`config.mk`:
```
export PLATFORM = sky130hd
export DESIGN_NAME = sort_window_loader
export DESIGN_NICKNAME = d
export VERILOG_FILES = /design/src/rtl/sort_pkg.sv /design/src/rtl/sort_window_loader.sv
export SDC_FILE = /design/constraint.sdc
export NUM_CORES = 1
export LEC_CHECK = 0
export ABC_AREA = 1
export CAP_MARGIN = 0
export CORE_MARGIN = 2
export CORE_UTILIZATION = 45
export DETAILED_ROUTE_END_ITERATION = 8
export MAX_ROUTING_LAYER = met4
export PLACE_DENSITY_LB_ADDON = 0.2
export SLEW_MARGIN = 20
export SYNTH_ARGS = -nofsm -noshare
export SYNTH_HDL_FRONTEND = slang
export SYNTH_SLANG_ARGS = --single-unit
```
`constraint.sdc`:
```
create_clock -name clk_i -period 2.18 [get_ports clk_i]
set_input_delay 0.436 -clock clk_i [delete_from_list [all_inputs] [get_ports clk_i]]
set_output_delay 0.436 -clock clk_i [all_outputs]
set_load 0.01 [all_outputs]
```
`src/rtl/sort_pkg.sv`:
```
// sort_pkg: shared FSM state type and padding helper for the sort window loader.
package sort_pkg;
  typedef enum logic {FILL, FULL} state_e;
  function automatic logic [63:0] pad_value(input int width);
    return (width >= 64) ? '1 : (64'd1 << width) - 64'd1;
  endfunction
endpackage

```
`src/rtl/sort_window_loader.sv`:
```
// sort_window_loader: gathers serial elements into a parallel window for a sorting network.
// SORT_WINDOW_PAD_EN adds last_i, closing a window early with all-ones padding.
module sort_window_loader
  import sort_pkg::*;
#(
  parameter int NUMBER_WIDTH   = 10,
  parameter int NUMBERS_AMOUNT = 10
) (
  input  logic                                         clk_i,
  input  logic                                         rst_n_i,
  input  logic [NUMBER_WIDTH-1:0]                      data_i,
  input  logic                                         data_valid_i,
`ifdef SORT_WINDOW_PAD_EN
  input  logic                                         last_i,
`endif
  output logic                                         ready_o,
  output logic [NUMBERS_AMOUNT-1:0][NUMBER_WIDTH-1:0]  data_o,
  output logic                                         data_valid_o,
  input  logic                                         ready_i
);
  localparam int CW = $clog2(NUMBERS_AMOUNT);
  localparam logic [CW-1:0] LAST = CW'(NUMBERS_AMOUNT - 1);
`ifdef SORT_WINDOW_PAD_EN
  localparam logic [63:0] PAD_ALL = pad_value(NUMBER_WIDTH);
`endif
  state_e state_q, state_d;
  logic [CW-1:0] cnt_q, cnt_d;
  logic [NUMBERS_AMOUNT-1:0][NUMBER_WIDTH-1:0] fill_q, fill_d, out_q, out_d, win;
  logic valid_q, valid_d;
  logic accept, out_free, done;
  assign accept   = data_valid_i && ready_o;
  assign out_free = !valid_q || ready_i;
  always_comb begin
`ifdef SORT_WINDOW_PAD_EN
    done = accept && (cnt_q == LAST || last_i);
`else
    done = accept && cnt_q == LAST;
`endif
  end
  // Fill buffer with the incoming element merged in, as it would look after this edge.
  always_comb begin
    win = fill_q;
    for (int i = 0; i < NUMBERS_AMOUNT; i++) begin
      if (CW'(i) == cnt_q) win[i] = data_i;
`ifdef SORT_WINDOW_PAD_EN
      else if (last_i && i > int'(cnt_q)) win[i] = PAD_ALL[NUMBER_WIDTH-1:0];
`endif
    end
  end
  always_ff @(posedge clk_i or negedge rst_n_i) begin
    if (!rst_n_i) state_q <= FILL;
    else state_q <= state_d;
  end
  always_comb begin
    state_d = state_q;
    if (state_q == FILL) state_d = (done && !out_free) ? FULL : FILL;
    else state_d = out_free ? FILL : FULL;
  end
  always_comb begin
    ready_o      = state_q == FILL;
    data_o       = out_q;
    data_valid_o = valid_q;
  end
  always_comb begin
    fill_d  = accept ? win : fill_q;
    cnt_d   = accept ? (done ? '0 : cnt_q + 1'b1) : cnt_q;
    out_d   = out_q;
    valid_d = valid_q && !ready_i;
    if (done && out_free) begin
      out_d   = win;
      valid_d = 1'b1;
    end
    if (state_q == FULL && out_free) begin
      out_d   = fill_q;
      valid_d = 1'b1;
      cnt_d   = '0;
    end
  end
  always_ff @(posedge clk_i or negedge rst_n_i) begin
    if (!rst_n_i) begin
      cnt_q   <= '0;
      fill_q  <= '0;
      out_q   <= '0;
      valid_q <= 1'b0;
    end else begin
      cnt_q   <= cnt_d;
      fill_q  <= fill_d;
      out_q   <= out_d;
      valid_q <= valid_d;
    end
  end
endmodule

```
==> results.json <==
{
  "status": "completed",
  "worstMarginPinSlew_ps": 500,
  "drt_wl_total_um": 27800,
  "globalplace.congestion": 0.825,
  "die_area_um2": 24300,
  "intPower_mw": 11.0,
  "p_sw_share_pct": 37.9,
  "clk-insertion-delay-late_ps": 520,
  "fin_util_pct": 56.6,
  "fin_tns_setup_ps": 0,
  "regArea_um2": 5150,
  "async_flop_share_pct": 100,
  "finalHoldViolCount": 0,
  "synth_xor_area_share_pct": 0.168,
  "synth_cells": 1419,
  "initial_core_util_pct": 45.9,
  "max_stage_delay_ps": 550,
  "gr-total-overflow": 0,
  "drt_drc_violations_left": 0,
  "antenna-diode-count": 0,
  "critical_path_class": "flip-flop to primary output",
  "h-tree-depth": 1,
  "reg2reg_setup_slack_ps": 230,
  "drv_cap": 0,
  "syn2layout_area_growth_pct": 23.2,
  "startpoint_type": "flip-flop",
  "combinationalPowerShare_pct": 41.9,
  "holdCritPathClass": "primary input to async pin",
  "p_seq_share_pct": 36.0,
  "synth_most_common_cell": "nand2_1",
  "post_cts_buffers": 0,
  "multiInputGateArea_um2": 4390,
  "grt_usage_pct": 24.1,
  "io_pins": 116,
  "p_clk_share_pct": 22.1,
  "clockBufferDepth": 3,
  "timing.critical_path.to": "ready_o",
  "grt_max_degree": 53,
  "viasPerCell": 5.29,
  "drv_slew": 0,
  "layout-drive-gt1-share_pct": 5.87,
  "seq_area_frac_synth_pct": 49.6,
  "ys.flop_type": "dfrtp_1",
  "yosys.area_share.simple_pct": 36.2,
  "synth_compound_area_share_pct": 5.28,
  "synthDistinctLibCells": 22,
  "arrival_ps": 1640,
  "synth_edf_count": 0,
  "tritoncts": "done",
  "syn_nets": 1437,
  "synth_top_cell_by_area": "dfrtp_1",
  "wl_per_cell_um": 15.3,
  "cts.clk_slew.worst_paths_ps": 60,
  "cp-end-kind": "primary output",
  "antenna_found_initial": 0,
  "p_per_area_nw_per_um2": 1380,
  "finClkSkew_ps": 16.2,
  "die-height_um": 156,
  "fin_crit_ps": 2070,
  "final_nets": 1537,
  "synthesis.area_um2": 10400,
  "grt_pass1_wl_um": 46400,
  "crit_fanout": 4,
  "cts_sinks": 206,
  "synth_top_area_share_pct": 49.6,
  "rsz0062_at_grt": "no",
  "cts_buffers": 23,
  "route.vias.total": 9621,
  "fillers": 2108,
  "crit_required_ps": 1740,
  "synth-seq-cells": 206,
  "firstDrtPassIters": 6,
  "avgSynthCellArea_um2": 7.33,
  "core_area_um2": 22600,
  "fin_crit_sh_pct": 95.1,
  "grt_pass1_vias": 9121,
  "max-slew-margin-rel_pct": 66.5,
  "ant_nets": 0,
  "synthTopCellsByArea": "dfrtp_1 (50%), nand2_1 (22%), nand3_1 (13%)",
  "io_buffers": 115,
  "setup_viol": 0,
  "yosys.area_share.adder_pct": 0.481,
  "rows": 55,
  "fin_cells": 1819,
  "synth_common_cells": "nand2_1 (602), nand3_1 (278), dfrtp_1 (206)",
  "synthMuxAreaShare_pct": 0,
  "synth_warnings": 0,
  "r2r-start": "cnt_q[2]",
  "r2r_cells": 7,
  "peakVddDrop_v": 0.000731,
  "cp-startpoint": "state_q",
  "dp_cells": 1778,
  "fp.dieW_um": 156,
  "synth_top_family_by_area": "simple AND/OR/NAND/NOR gates",
  "drt_iter0_markers": 881,
  "p_leak_nw": 6.62,
  "dp_hpwl_um": 17300,
  "fmax_mhz": 482,
  "critPathSlowestCell": "clkdlybuf4s50_1",
  "power_switching_mw": 6.68,
  "crit_path_cell_trace": "inv_1 > clkdlybuf4s50_1",
  "root_buffer": "clkbuf_16",
  "worstReg2RegEnd": "data_o[93]"
}
cell families (layout without fill, tap and decap cells):
| kind of cell | after synthesis | count (layout) |
|---|---|---|
| compound gates | 107 | 107 |
| xor+xnor | 2 | 2 |
| fa+ha+maj | 4 | 4 |
| buf+inv | 204 | 319 |
| flops | 206 | 206 |
| simple gates | 896 | 896 |
power by group through the flow:
| stage | Sequential (mW) | Combinational [mW] | Clock, mW |
|---|---|---|---|
| floorplan | 6.57 | 4.23 | 0 |
| global placement | 6.37 | 7.20 | 0 |
| detailed placement | 6.39 | 7.38 | 0 |
| CTS | 6.36 | 7.43 | 3.98 |
| global route | 6.54 | 8.43 | 4.13 |
| finish | 6.35 | 7.39 | 3.89 |
routing by layer:
layer | GRT usage, % | wire length (µm)
met5 | - | 0
met4 | 7.16 | 790
met3 | 2.69 | 1610
met2 | 38.8 | 13100
met1 | 32.3 | 12300
flip-flops by register name, summed over array words and instances (netlist names):
signal / count
cnt_q: 4
data_valid_o: 1
data_o: 100
state_q: 1
fill_q: 100
cell type report:
type / count / area share [%]
Clock buffer: 31 / 5.04
Clock inverter: 9 / 0.801
Inverter: 120 / 3.54
Multi-Input combinational cell: 1009 / 34.3
Sequential cell: 206 / 40.3
Tap cell: 285 / 2.78
Timing Repair Buffer: 159 / 13.3
worst max-delay path, delay by kind of cell (launching register included):
kind | cells | cell delay (ps)
flops | 1 | 440
buf+inv | 2 | 690
worst min path at each step:
stage | start | slack, ps | end | cells past startpoint
after global routing | data_o[10] | 490 | data_o[10] | 2
after global placement | rst_n_i | 440 | data_o[5] | 1
after CTS | rst_n_i | 470 | fill_q[21] | 2
after detailed placement | rst_n_i | 440 | data_o[8] | 1
final | rst_n_i | 470 | data_o[8] | 2
after floorplan | rst_n_i | 140 | cnt_q[0] | 0
through the flow:
| stage | worst slack [ps] | hold slack, ps | total power [mW] | cell area, µm² |
|---|---|---|---|---|
| after floorplan | 549 | 140 | 10.8 | 10400 |
| after global placement | 252 | 442 | 13.6 | 12000 |
| after detailed placement | 211 | 441 | 13.8 | 12000 |
| after CTS | 94.2 | 473 | 17.8 | 12800 |
| after global routing | 10.7 | 493 | 19.1 | 12800 |
| final | 107 | 468 | 17.6 | 12800 |
layout by cell type (no fill, tap or decap), types with 2 or more instances in the layout:
| cell type | count |
|---|---|
| inv_1 | 107 |
| inv_2 | 2 |
| clkbuf_8 | 5 |
| clkbuf_1 | 4 |
| clkdlybuf4s50_1 | 114 |
| bufinv_16 | 2 |
| nand2_1 | 601 |
| nand4_1 | 10 |
| buf_4 | 26 |
| clkinv_2 | 5 |
| clkbuf_16 | 23 |
| dfrtp_1 | 206 |
| o21ai_0 | 101 |
| nand3_1 | 277 |
| a21oi_1 | 3 |
| buf_12 | 17 |
| clkinv_1 | 10 |
| o22ai_1 | 2 |
| inv_6 | 2 |
| nor2_1 | 2 |
| ha_1 | 4 |
repair_timing:
item / CTS / global route
resized for setup: 0 / 1
setup endpoints to repair: 0 / 2
hold buffers: 1 / 0
hold endpoints to repair: 48 / 0
Note: power is estimated with default switching activity, not from simulation.
